File: src/rtl/alu_result_stage_if.sv
// ---------------------------------------------------------------------------
// alu_result_stage_if
// Purpose : bundles the upstream (arithmetic unit) and downstream (consumer)
//           handshake/data signals of alu_result_stage.
// Signals : In_Valid/In_Ready, Op, B_in, raw unit results (Add_out,
//           CarryOut_Add, Sub_out, CarryOut_Sub, Mult_out, Div_out,
//           Remainder_out), Out_Valid/Out_Ready, Result, Flags, Level.
// Modports: master = producer/consumer side (testbench or neighbours),
//           slave  = the result stage itself.
// ---------------------------------------------------------------------------
interface alu_result_stage_if #(
  parameter int DEPTH = 2
);
  logic                     In_Valid;
  logic                     In_Ready;
  logic [2:0]               Op;
  logic [3:0]               B_in;
  logic [3:0]               Add_out;
  logic                     CarryOut_Add;
  logic [3:0]               Sub_out;
  logic                     CarryOut_Sub;
  logic [7:0]               Mult_out;
  logic [3:0]               Div_out;
  logic [3:0]               Remainder_out;
  logic                     Out_Valid;
  logic                     Out_Ready;
  logic [7:0]               Result;
  logic [3:0]               Flags;
  logic [$clog2(DEPTH):0]   Level;

  modport master (
    output In_Valid, Op, B_in, Add_out, CarryOut_Add, Sub_out, CarryOut_Sub,
           Mult_out, Div_out, Remainder_out, Out_Ready,
    input  In_Ready, Out_Valid, Result, Flags, Level
  );

  modport slave (
    input  In_Valid, Op, B_in, Add_out, CarryOut_Add, Sub_out, CarryOut_Sub,
           Mult_out, Div_out, Remainder_out, Out_Ready,
    output In_Ready, Out_Valid, Result, Flags, Level
  );
endinterface

File: src/rtl/alu_result_stage.sv
// ---------------------------------------------------------------------------
// alu_result_stage
// Purpose : registered output stage behind the 4-bit arithmetic unit. Selects
//           and formats one 8-bit result per transaction, computes flags
//           {Illegal, DivZero, Carry, Zero}, buffers entries in a DEPTH-entry
//           FIFO with valid/ready handshakes, and keeps a saturating count of
//           accepted erroneous operations.
// Ports   : Clk, Rst_n (async, active low)
//           bus       - alu_result_stage_if.slave (handshakes, data, Level)
//           Err_Clear - synchronous clear of Err_Count
//           Err_Count - saturating error counter
// ---------------------------------------------------------------------------
module alu_result_stage #(
  parameter int DEPTH = 2,
  parameter int CNT_W = 8
) (
  input  logic               Clk,
  input  logic               Rst_n,
  alu_result_stage_if.slave  bus,
  input  logic               Err_Clear,
  output logic [CNT_W-1:0]   Err_Count
);

  localparam int AW = $clog2(DEPTH);
  localparam int LW = AW + 1;
  localparam logic [LW-1:0]    FULL_LVL = LW'(DEPTH);
  localparam logic [CNT_W-1:0] CNT_MAX  = '1;

  typedef enum logic [2:0] {
    OP_ADD    = 3'd0,
    OP_SUB    = 3'd1,
    OP_MUL    = 3'd2,
    OP_DIV    = 3'd3,
    OP_REM    = 3'd4,
    OP_DIVREM = 3'd5
  } op_e;

  logic [7:0]        mem_q [DEPTH];
  logic [3:0]        flg_q [DEPTH];
  logic [AW-1:0]     wr_ptr_q, wr_ptr_d;
  logic [AW-1:0]     rd_ptr_q, rd_ptr_d;
  logic [LW-1:0]     count_q,  count_d;
  logic [CNT_W-1:0]  err_cnt_q, err_cnt_d;

  logic              full, empty, push, pop;
  logic [7:0]        fmt_result;
  logic              fmt_illegal, fmt_divzero, fmt_carry;
  logic [3:0]        fmt_flags;

  assign full  = (count_q == FULL_LVL);
  assign empty = (count_q == '0);
  // No pass-through: a pop in the same cycle does not free a slot when full.
  assign push  = bus.In_Valid & ~full;
  assign pop   = ~empty & bus.Out_Ready;

  // Result/flag formatting from the arithmetic unit's parallel outputs.
  always_comb begin
    fmt_result  = 8'h00;
    fmt_illegal = 1'b0;
    fmt_divzero = 1'b0;
    fmt_carry   = 1'b0;
    case (bus.Op)
      OP_ADD: begin
        fmt_result = {4'h0, bus.Add_out};
        fmt_carry  = bus.CarryOut_Add;
      end
      OP_SUB: begin
        fmt_result = {4'h0, bus.Sub_out};
        fmt_carry  = bus.CarryOut_Sub;
      end
      OP_MUL: begin
        fmt_result = bus.Mult_out;
        fmt_carry  = |bus.Mult_out[7:4];
      end
      OP_DIV, OP_REM, OP_DIVREM: begin
        if (bus.B_in == 4'h0) begin
          fmt_divzero = 1'b1;
        end else if (bus.Op == OP_DIV) begin
          fmt_result = {4'h0, bus.Div_out};
        end else if (bus.Op == OP_REM) begin
          fmt_result = {4'h0, bus.Remainder_out};
        end else begin
          fmt_result = {bus.Remainder_out, bus.Div_out};
        end
      end
      default: fmt_illegal = 1'b1;
    endcase
    fmt_flags = {fmt_illegal, fmt_divzero, fmt_carry, (fmt_result == 8'h00)};
  end

  always_comb begin
    wr_ptr_d = wr_ptr_q;
    rd_ptr_d = rd_ptr_q;
    count_d  = count_q;
    if (push) wr_ptr_d = wr_ptr_q + AW'(1);
    if (pop)  rd_ptr_d = rd_ptr_q + AW'(1);
    case ({push, pop})
      2'b10:   count_d = count_q + LW'(1);
      2'b01:   count_d = count_q - LW'(1);
      default: count_d = count_q;
    endcase
  end

  // Clear has priority over an increment in the same cycle.
  always_comb begin
    err_cnt_d = err_cnt_q;
    if (Err_Clear) begin
      err_cnt_d = '0;
    end else if (push && (fmt_illegal || fmt_divzero) && (err_cnt_q != CNT_MAX)) begin
      err_cnt_d = err_cnt_q + CNT_W'(1);
    end
  end

  always_ff @(posedge Clk or negedge Rst_n) begin
    if (!Rst_n) begin
      wr_ptr_q  <= '0;
      rd_ptr_q  <= '0;
      count_q   <= '0;
      err_cnt_q <= '0;
    end else begin
      wr_ptr_q  <= wr_ptr_d;
      rd_ptr_q  <= rd_ptr_d;
      count_q   <= count_d;
      err_cnt_q <= err_cnt_d;
    end
  end

  // Storage is reset too so Result/Flags read zero out of reset.
  always_ff @(posedge Clk or negedge Rst_n) begin
    if (!Rst_n) begin
      for (int i = 0; i < DEPTH; i++) begin
        mem_q[i] <= 8'h00;
        flg_q[i] <= 4'h0;
      end
    end else if (push) begin
      mem_q[wr_ptr_q] <= fmt_result;
      flg_q[wr_ptr_q] <= fmt_flags;
    end
  end

  assign bus.In_Ready  = ~full;
  assign bus.Out_Valid = ~empty;
  assign bus.Result    = mem_q[rd_ptr_q];
  assign bus.Flags     = flg_q[rd_ptr_q];
  assign bus.Level     = count_q;
  assign Err_Count     = err_cnt_q;

endmodule

File: src/flat_wrapper.sv
// flat-port wrapper written by rule: the top's interface ports become plain ports
module alu_result_stage_flat 
#(
  parameter int DEPTH = 2,
  parameter int CNT_W = 8
)
  (Clk, Rst_n, Err_Clear, Err_Count, bus_In_Valid, bus_Op, bus_B_in, bus_Add_out, bus_CarryOut_Add, bus_Sub_out, bus_CarryOut_Sub, bus_Mult_out, bus_Div_out, bus_Remainder_out, bus_Out_Ready, bus_In_Ready, bus_Out_Valid, bus_Result, bus_Flags, bus_Level);
  alu_result_stage_if #(.DEPTH(DEPTH)) bus_i ();
  input  logic Clk;
  input  logic Rst_n;
  input  logic Err_Clear;
  output logic [CNT_W-1:0] Err_Count;
  input wire logic [$bits(bus_i.In_Valid)-1:0] bus_In_Valid;
  input wire logic [$bits(bus_i.Op)-1:0] bus_Op;
  input wire logic [$bits(bus_i.B_in)-1:0] bus_B_in;
  input wire logic [$bits(bus_i.Add_out)-1:0] bus_Add_out;
  input wire logic [$bits(bus_i.CarryOut_Add)-1:0] bus_CarryOut_Add;
  input wire logic [$bits(bus_i.Sub_out)-1:0] bus_Sub_out;
  input wire logic [$bits(bus_i.CarryOut_Sub)-1:0] bus_CarryOut_Sub;
  input wire logic [$bits(bus_i.Mult_out)-1:0] bus_Mult_out;
  input wire logic [$bits(bus_i.Div_out)-1:0] bus_Div_out;
  input wire logic [$bits(bus_i.Remainder_out)-1:0] bus_Remainder_out;
  input wire logic [$bits(bus_i.Out_Ready)-1:0] bus_Out_Ready;
  output wire logic [$bits(bus_i.In_Ready)-1:0] bus_In_Ready;
  output wire logic [$bits(bus_i.Out_Valid)-1:0] bus_Out_Valid;
  output wire logic [$bits(bus_i.Result)-1:0] bus_Result;
  output wire logic [$bits(bus_i.Flags)-1:0] bus_Flags;
  output wire logic [$bits(bus_i.Level)-1:0] bus_Level;
  assign bus_i.In_Valid = bus_In_Valid;
  assign bus_i.Op = bus_Op;
  assign bus_i.B_in = bus_B_in;
  assign bus_i.Add_out = bus_Add_out;
  assign bus_i.CarryOut_Add = bus_CarryOut_Add;
  assign bus_i.Sub_out = bus_Sub_out;
  assign bus_i.CarryOut_Sub = bus_CarryOut_Sub;
  assign bus_i.Mult_out = bus_Mult_out;
  assign bus_i.Div_out = bus_Div_out;
  assign bus_i.Remainder_out = bus_Remainder_out;
  assign bus_i.Out_Ready = bus_Out_Ready;
  assign bus_In_Ready = bus_i.In_Ready;
  assign bus_Out_Valid = bus_i.Out_Valid;
  assign bus_Result = bus_i.Result;
  assign bus_Flags = bus_i.Flags;
  assign bus_Level = bus_i.Level;
  alu_result_stage #(.DEPTH(DEPTH), .CNT_W(CNT_W)) u_core (.Clk(Clk), .Rst_n(Rst_n), .bus(bus_i), .Err_Clear(Err_Clear), .Err_Count(Err_Count));
endmodule
File: config.mk
export PLATFORM = sky130hd
export DESIGN_NAME = alu_result_stage_flat
export DESIGN_NICKNAME = d
export VERILOG_FILES = /design/src/rtl/alu_result_stage_if.sv /design/src/rtl/alu_result_stage.sv /design/src/flat_wrapper.sv
export SDC_FILE = /design/constraint.sdc
export NUM_CORES = 1
export LEC_CHECK = 0
export ABC_CLOCK_PERIOD_IN_PS = 1600
export BUFFER_PORTS_ARGS = -buffer_cell sky130_fd_sc_hd__buf_4
export CORE_MARGIN = 2
export CORE_UTILIZATION = 46
export CTS_CLUSTER_SIZE = 24
export DETAILED_ROUTE_END_ITERATION = 12
export HOLD_SLACK_MARGIN = 0.05
export PLACE_DENSITY_LB_ADDON = 0.3
export SYNTH_ARGS = -nofsm -noshare
export SYNTH_HDL_FRONTEND = slang
export SYNTH_SLANG_ARGS = --single-unit
File: constraint.sdc
create_clock -name Clk -period 1.6 [get_ports Clk]
set_input_delay 0.16 -clock Clk [delete_from_list [all_inputs] [get_ports Clk]]
set_output_delay 0.16 -clock Clk [all_outputs]
set_load 0.05 [all_outputs]
# == Word level (Yosys, flattened, before mapping) ==
# Cells that the tools add are included.
# word_totals
regBits,36
in_bits,38
out_inout_bits,24
wordCells,67
# classes
add_sub_neg,5
n_lt_le_gt_ge,3
eq_ne,9
muxes,23
bitwise_logic,6
n_reduce_logical,13
# op_table
cell,count
two-way mux 8 bit,9
one-hot mux 8 bit (4 select lines),1
bitwise mux 16 bit,1
two-way mux 4 bit,4
adder 8 x 1 -> 8 bit (second input constant),1
bitwise mux 8 bit,1
demux 8 bit (select 1 bit),1
zero test 8 bit,1
inequality test 8 bit (second input constant),1
== test 3 x 2 -> 1 bit (second input constant),2
== test 3 bit (second input constant),2
OR reduction 6 bit,1
demux 4 bit (select 1 bit),1
== test 2 bit (second input constant),2
greater-or-equal comparator 2 bit (second input constant),2
zero test 4 bit,1
inverter 1 -> 2 bit,2
one-hot mux 2 bit (2 select lines),1
nonzero test 2 bit,2
OR reduction 4 bit,1
== test 3 x 1 -> 1 bit (second input constant),1
logical AND 1 bit,3
zero test 3 bit,1
two-way mux 1 bit,3
other kinds (11),14

# == Longest topological paths before layout ==
# Gate-level depths: netlist of run 1.
# depth
depth_word,8
depth_mapped,7
ltp_nobuf,6

# == Worst setup path before layout of run 1 ==
# OpenSTA, ideal clock, no wires.
# synth_timing
path_type,register to register
start,"reg u_core.count_q[0], in the netlist u_core.bus.Level[0]"
end,reg u_core.flg_q[6] in the netlist's numbering
setup_time_ns,0.130
arrival_time_ns,1.864
t_required_ns,1.470
slack_ns,-0.394
path_stages_with_launch,8
n_path_buf,2
synth_period_minus_slack_ns,1.994
cell_sequence,dfrtp_1 -> or2b_4 -> nand2_1 -> or2_2 -> clkbuf_1 -> clkbuf_1 -> nand2_1 -> o21ai_0
# synth_between
elab_chain_cells,3
# synth_lines
item,line_no,source
from (decl),alu_result_stage.sv:42,"logic [LW-1:0] count_q, count_d;"
from (signal assigned),alu_result_stage.sv:123,count_q <= count_d;
== test 2 bit,alu_result_stage.sv:50,assign full = (count_q == FULL_LVL);
inverter 1 bit,-,
net bus_In_Ready,flat_wrapper.sv:24,output wire logic [$bits(bus_i.In_Ready)-1:0] bus_In_Ready;
AND 1 bit,alu_result_stage.sv:53,assign push = bus.In_Valid & ~full;
"to (signal, indexed assignment)",alu_result_stage.sv:137,flg_q[wr_ptr_q] <= fmt_flags;
to (decl),alu_result_stage.sv:39,logic [3:0] flg_q [DEPTH];
# The timed path passes the listed nets, and every way through them passes these cells.
# A chain may end at the register's enable or synchronous reset.

# == Final worst setup path of run 1 ==
# layout_timing
start,"reg u_core.err_cnt_q[0], in the netlist u_core.Err_Count[0]"
end,"reg u_core.err_cnt_q[1], in the netlist u_core.Err_Count[1]"
# layout_between
elab_chain_cells,3
word_cells_on_any_way,6
cone_classes,1 x add/sub; 1 x eq/ne; 2 x mux; 2 x reduce/logical
# layout_lines
item,line_no,source
from (decl),alu_result_stage.sv:43,"logic [CNT_W-1:0] err_cnt_q, err_cnt_d;"
from (signal assigned),alu_result_stage.sv:124,err_cnt_q <= err_cnt_d;
adder 8 x 1 -> 8 bit or inequality test 8 bit (tied branches),"alu_result_stage.sv:110, alu_result_stage.sv:109",
two-way mux 8 bit or logical AND 1 bit (tied branches),alu_result_stage.sv:109,end else if (push && (fmt_illegal || fmt_divzero) && (err_cnt_q != CNT_MAX)) begin
two-way mux 8 bit or nonzero test 2 bit (tied branches),-,
# Parallel ways exist; a longest one is shown, timed or not. The select of a mux whose other input is x is not followed.

==> impl_metrics.py, run 1 <==
metrics = {
    "yosys": {
        "synthFlopType": "dfrtp_1",
        "postSynthNetCount": 237,
        "ys_warn_count": 0,
        "post_synth_most_frequent_cells": "36 x dfrtp_1, 27 x nand2_1, 22 x mux2_2, 14 x o21ai_0, 11 x nor2_1",
        "synth_area_leaders": "dfrtp_1 44%, mux2_2 12%, nand2_1 4.9%",
        "share_of_synthesized_flip_flops_with_an_asynchronous_set_or_reset": 1.00,
        "synth_compound_area_frac": 0.148,
        "synth_area_per_cell_um2": 10.4,
        "synth-seq-area-share": 0.439,
        "synth_top_cell_by_area": "dfrtp_1",
        "post_synth_fa_ha_maj_area_fraction": 0.0122,
        "synth.cell_area_um2": 2050,
        "synth_edf_count": 0,
        "share_of_yosys_cell_area_claimed_by_the_top_area_cell_type": 0.439,
        "synth_top_family_by_area": "simple AND/OR/NAND/NOR gates",
        "netlist_instances": 197,
        "synth-simple-area-share": 0.161,
        "synth.ff_latch_count": 36,
        "synth.most_common_cell": "dfrtp_1",
        "post_synth_xor_area_fraction": 0.0470,
        "yosys.cell_types.count": 45,
        "synth.mux.area_fraction": 0.160,
    },
    "outcome": {
        "result_of_the_run": "complete, no violations",
    },
    "final_layout": {
        "antenna_cells_inserted": 0,
        "fin_util": 0.648,
        "share_of_cells_above_drive_strength_1": 0.493,
        "areaGrowthSynthToFinish_pct": 36.7,
        "final_stage_net_count": 313,
    },
    "detailed_routing": {
        "wirelength_um": 4670,
        "routed-via-count": 1706,
        "drtPass1Iterations": 4,
        "drt.antenna.violating_nets": 0,
        "dr.first_iter.drc_count": 95,
        "wl_per_cell_um": 14.3,
        "viasPerCell": 5.23,
        "drc_errors": 0,
    },
    "pwr": {
        "p_leak_nw": 1.27,
        "power.density_nw_per_um2": 1540,
        "fin_total_pwr_mw": 4.32,
        "vdd_ir_drop_max_mv": 1.42,
    },
    "hold_path": {
        "min_path_cells": 2,
        "timing.hold.worst.class": "input port to register",
        "whs_endpoint": "u_core.Err_Count[3]",
        "holdCritStartpoint": "Err_Clear",
    },
    "sta": {
        "fin_worst_skew_ps": 3.23,
        "tightest_hold_margin_ps": 87.9,
        "finalWorstPathRequiredPeriod_ps": 1570,
        "clock.fmax_mhz": 635,
        "timing.final.max_slew_violations": 0,
        "finalCritPeriodShare": 0.984,
        "rsz0062_at_grt": "yes",
        "finalSetupViolCount": 0,
        "worst_slew_margin_rel": 0.590,
        "post_route_setup_tns_ps": 0,
        "worst_pin_slew_ps": 608,
        "report.final.hold_viol_count": 0,
    },
    "worst_setup_path": {
        "critPathCaptureType": "register",
        "required_time_at_the_endpoint_of_the_critical_path_ps": 1770,
        "worstRegToRegCells": 6,
        "ff2ff_setup_slack_ps": 30,
        "timing.rr.start": "u_core.Err_Count[0]",
        "crit_fanout": 4,
        "worst_ep_arrival_time_ps": 1750,
        "start_kind": "register",
        "reg2reg_to": "u_core.Err_Count[1]",
        "critPathKind": "register to register",
    },
    "placed_design": {
        "gp_routability_congestion": 0.879,
        "place.detailed.hpwl_um": 3440,
        "port_buffers": 61,
    },
    "clock_network": {
        "clk_latency_ps": 280,
        "cts.sinks": 36,
        "worst_setup_hold_path_clk_slew_ps": 70,
        "cts-buffers-inserted": 5,
        "cts_root_buffer": "clkbuf_8",
        "clock_tree_from_tritoncts": "yes",
        "h-tree-depth": 2,
        "max-clock-path-buffers": 2,
    },
    "floorplanning": {
        "core.rowCount": 24,
        "floorplan.die_area_um2": 5010,
        "boundaryPins": 62,
        "design.core.area_um2": 4320,
        "dieHeight_um": 70.8,
        "die_width_um": 70.8,
        "initial_utilization": 0.474,
    },
    "global_routing": {
        "first_pass_grt_wire_length_um": 7690,
        "grt_antenna_before_repair": 0,
        "grt_start_max_net_pins": 37,
        "globalRouteTotalUtil": 0.194,
        "grt_remaining_overflow": 0,
        "via_count_of_the_first_global_routing_pass": 1717,
    },
    "flow_run": {
        "max-cap-violations": 0,
    },
}
sequential cells by signal (all words and copies together) (netlist names):
signal / cells
u_core.wr_ptr_q: 1
u_core.rd_ptr_q: 1
u_core.Err_Count: 8
u_core.mem_q: 16
u_core.bus.Level: 2
u_core.flg_q: 8
power by group:
group	internal, mW	total (mW)	switching (mW)
clock network	0.351	0.655	0.305
registers	1.21	1.45	0.238
logic	0.889	2.21	1.32
critical path: stages (launching register included):
cell and delay [ps]:
dfrtp_2 390, ha_4 150, nand3_2 80, o211ai_1 480, a21oi_2 100, mux2i_1 200, nor2_1 50
layout make-up:
type | instances | area (um2)
Fill cell | 379 | 1520
Inverter | 2 | 7.51
Multi-Input combinational cell | 150 | 1140
Tap cell | 52 | 65.1
Timing Repair Buffer | 78 | 588
Clock buffer | 8 | 90.1
Sequential cell | 36 | 916
cells by family (layout without fill, tap and decap cells):
| logic type | after synthesis | in the layout |
|---|---|---|
| simple gates | 65 | 65 |
| compound gates | 42 | 42 |
| flops | 36 | 36 |
| mux | 30 | 30 |
| xor+xnor | 11 | 11 |
| buf+inv | 11 | 88 |
| fa+ha+maj | 2 | 2 |
worst max path at each step:
stage	depth (start not counted)	slack, ps	endpoint	startpoint
floorplan	7	-100	u_core.flg_q[6]	u_core.bus.Level[1]
global placement	6	-100	u_core.flg_q[4]	bus_B_in[1]
detailed placement	6	-220	u_core.flg_q[0]	bus_B_in[1]
CTS	2	-6	bus_Flags[1]	u_core.rd_ptr_q
global route	6	-60	u_core.Err_Count[4]	u_core.Err_Count[0]
finish	6	30	u_core.Err_Count[1]	u_core.Err_Count[0]
per-layer routing:
layer / share of wire / global-route usage / up-vias / routed length [um]
li1: - / - / 865 / -
met5: 0 / 0 / - / 0
met4: 0.015 / 0.0860 / 0 / 70
met3: 0.031 / 0.0370 / 7 / 143
met2: 0.50 / 0.320 / 28 / 2320
met1: 0.46 / 0.249 / 806 / 2130
timing repair:
action	4_1_cts	5_1_grt
setup buffers	0	6
setup endpoints to repair	12	27
hold endpoints to repair	36	0
resized for setup	1	5
hold buffers	1	0
pin swaps	0	2
cell usage in the layout (no fill, tap or decap), drive strengths merged, types with 3 or more instances in the layout:
cell type,n
a211oi,8
a22oi,4
buf,77
clkbuf,8
dfrtp,36
mux2,22
mux2i,8
nand2,28
nand3,6
nor2,11
nor4,3
o21ai,14
o22ai,4
or2,3
xnor2,9
metrics by stage:
| stage | cell area, um2 | instances | worst slack [ps] |
|---|---|---|---|
| floorplan | 2120 | 197 | -103 |
| global placement | 2630 | 311 | -98.1 |
| finish | 2800 | 326 | 25.8 |
| CTS | 2740 | 320 | -6.44 |
| detailed placement | 2630 | 311 | -219 |
| global route | 2800 | 326 | -64.8 |
No activity file was read; power rests on OpenSTA's default activity.
==> run 2: changes to the inputs <==
--- a/config.mk
+++ b/config.mk
@@ -12,7 +12,7 @@
 export CTS_CLUSTER_SIZE = 24
 export DETAILED_ROUTE_END_ITERATION = 12
 export HOLD_SLACK_MARGIN = 0.05
-export PLACE_DENSITY_LB_ADDON = 0.3
+export PLACE_DENSITY = 0.83
 export SYNTH_ARGS = -nofsm -noshare
 export SYNTH_HDL_FRONTEND = slang
 export SYNTH_SLANG_ARGS = --single-unit
==> run 2 against run 1 <==
Effect of this change: fmax down 0.78%; count of clock-buffer cells in the layout unchanged; worst hold slack worse by 10 ps; combinational power up 6%; clock skew up 4.2 ps; largest cell class unchanged.
==> impl_metrics.py, run 2 (same netlist as run 1, synthesis figures left out) <==
metrics = {
    "worst_setup_path": {
        "crit_fanout": 4,
        "slowest_stage": "dfrtp_2",
        "path_cells": "ha_4 > nand3_1 > o2111ai_1 > a211oi_2 > xnor2_1 > nor2_1",
        "ff2ff_setup_slack_ps": 10,
        "start_kind": "register",
        "setup.worst_path.start": "u_core.Err_Count[1]",
        "worstRegToRegCells": 6,
        "worst_ep_arrival_time_ps": 1770,
        "critPathCaptureType": "register",
        "required_time_at_the_endpoint_of_the_critical_path_ps": 1780,
        "endpoint": "u_core.Err_Count[7]",
        "reg2reg_to": "u_core.Err_Count[7]",
        "timing.rr.start": "u_core.Err_Count[1]",
        "critPathKind": "register to register",
        "crit_path_max_incr_delay_ps": 440,
    },
    "final_layout": {
        "final_stage_net_count": 311,
        "top_register": "u_core.mem_q",
        "most-common-layout-cells": "74 x buf_4, 26 x nand2_1, 26 x dfrtp_1",
        "share_of_cells_above_drive_strength_1": 0.493,
        "layout_commonest_cell": "buf_4",
        "areaGrowthSynthToFinish_pct": 36.1,
        "antenna_cells_inserted": 0,
        "largest_register_ff_count": 16,
    },
    "floorplanning": {
        "die_width_um": 70.8,
        "core.rowCount": 24,
        "boundaryPins": 62,
        "dieHeight_um": 70.8,
        "initial_utilization": 0.474,
        "floorplan.die_area_um2": 5010,
        "design.core.area_um2": 4320,
    },
    "placed_design": {
        "port_buffers": 61,
        "post_place_setup_slack_ps": -159,
        "place.detailed.hpwl_um": 3480,
        "gp_routability_congestion": 0.833,
    },
    "pwr": {
        "p_leak_nw": 1.25,
        "vdd_ir_drop_max_mv": 1.58,
        "power.density_nw_per_um2": 1570,
    },
    "sta": {
        "finalWorstPathRequiredPeriod_ps": 1590,
        "post_route_setup_tns_ps": 0,
        "worst_pin_slew_ps": 581,
        "timing.final.max_slew_violations": 0,
        "tightest_hold_margin_ps": 77.5,
        "worst_slew_margin_rel": 0.609,
        "finalSetupViolCount": 0,
        "fin_worst_skew_ps": 7.44,
        "report.final.hold_viol_count": 0,
        "clock.fmax_mhz": 630,
        "finalCritPeriodShare": 0.992,
        "finalWorstSetupSlack_ps": 13.3,
    },
    "detailed_routing": {
        "wirelength_um": 5000,
        "wl_per_cell_um": 15.4,
        "drtPass1Iterations": 4,
        "dr.first_iter.drc_count": 119,
        "viasPerCell": 5.47,
        "drc_errors": 0,
        "drt.antenna.violating_nets": 0,
        "routed-via-count": 1771,
    },
    "clock_network": {
        "cts.sinks": 36,
        "cts-buffers-inserted": 5,
        "cts_root_buffer": "clkbuf_8",
        "h-tree-depth": 2,
        "clock_tree_from_tritoncts": "yes",
        "max-clock-path-buffers": 2,
        "worst_setup_hold_path_clk_slew_ps": 70,
        "clk_latency_ps": 300,
    },
    "hold_path": {
        "timing.hold.worst.class": "input port to register",
        "holdCritStartpoint": "Err_Clear",
    },
    "global_routing": {
        "grt_antenna_before_repair": 0,
        "globalRouteTotalUtil": 0.193,
        "via_count_of_the_first_global_routing_pass": 1726,
        "grt_start_max_net_pins": 37,
        "grt_remaining_overflow": 0,
        "first_pass_grt_wire_length_um": 7760,
    },
    "outcome": {
        "result_of_the_run": "complete, no violations",
    },
    "flow_run": {
        "max-cap-violations": 0,
    },
}
-- run 2: changes by cell type in the layout (fill, tap and decap cells not counted), sizes merged --
cell,before,now
buf,77,74
clkbuf,8,9
-- run 2: area by class of cell --
class                      count  area (um2)
clock buffer                   8        90.1
fill                         356        1530
inverter                       2        7.51
multi-input combinational    150        1140
sequential                    36         913
tap                           52        65.1
timing repair buffer          76         573
-- run 2: layer usage --
metal | vias to the layer above | global-route usage | share of wire
li1 | 863 | - | -
met1 | 848 | 0.237 | 0.43
met2 | 53 | 0.335 | 0.52
met3 | 7 | 0.0370 | 0.036
met4 | 0 | 0.0776 | 0.015
met5 | - | 0 | 0
-- run 2: metrics by stage --
step           power [mW]  utilization  instance area (um2)  std cells
4_1_cts              4.31        0.631                 2730        319
3_3_place_gp         3.58        0.607                 2630        310
6_report             4.39        0.645                 2790        324
3_5_place_dp         3.63        0.607                 2630        310
2_1_floorplan        3.04            -                 2120        197
5_1_grt              4.60        0.645                 2790        324
-- run 2: what timing repair did --
item | 4_1_cts | 5_1_grt
gates cloned | 0 | 0
setup endpoints to repair | 12 | 19
gates resized for setup | 1 | 5
setup buffers | 0 | 5
hold endpoints to repair | 36 | 0
pin swaps | 0 | 3
hold buffers | 1 | 0
-- run 2: power breakdown --
part           internal (mW)  leakage, nW  switching (mW)  total [mW]
Clock                  0.351       0.0455           0.318       0.669
Combinational          0.918        0.749            1.42        2.34
Sequential              1.21        0.459           0.172        1.38
-- run 2: how the worst min path moves through the flow --
stage / cells past startpoint / end / slack, ps
after floorplan: 0 / u_core.Err_Count[0] / -140
after global placement: 1 / u_core.Err_Count[7] / 140
after detailed placement: 1 / u_core.Err_Count[7] / 140
after CTS: 2 / u_core.Err_Count[4] / 80
after global routing: 2 / u_core.Err_Count[4] / 90
final: 2 / u_core.Err_Count[3] / 80
-- run 2: critical path: cells and delay by family (launching register included) --
family	cells	cell delay, ps
compound gates	2	520
xor+xnor	1	170
fa+ha+maj	1	180
flops	1	440
simple gates	2	170
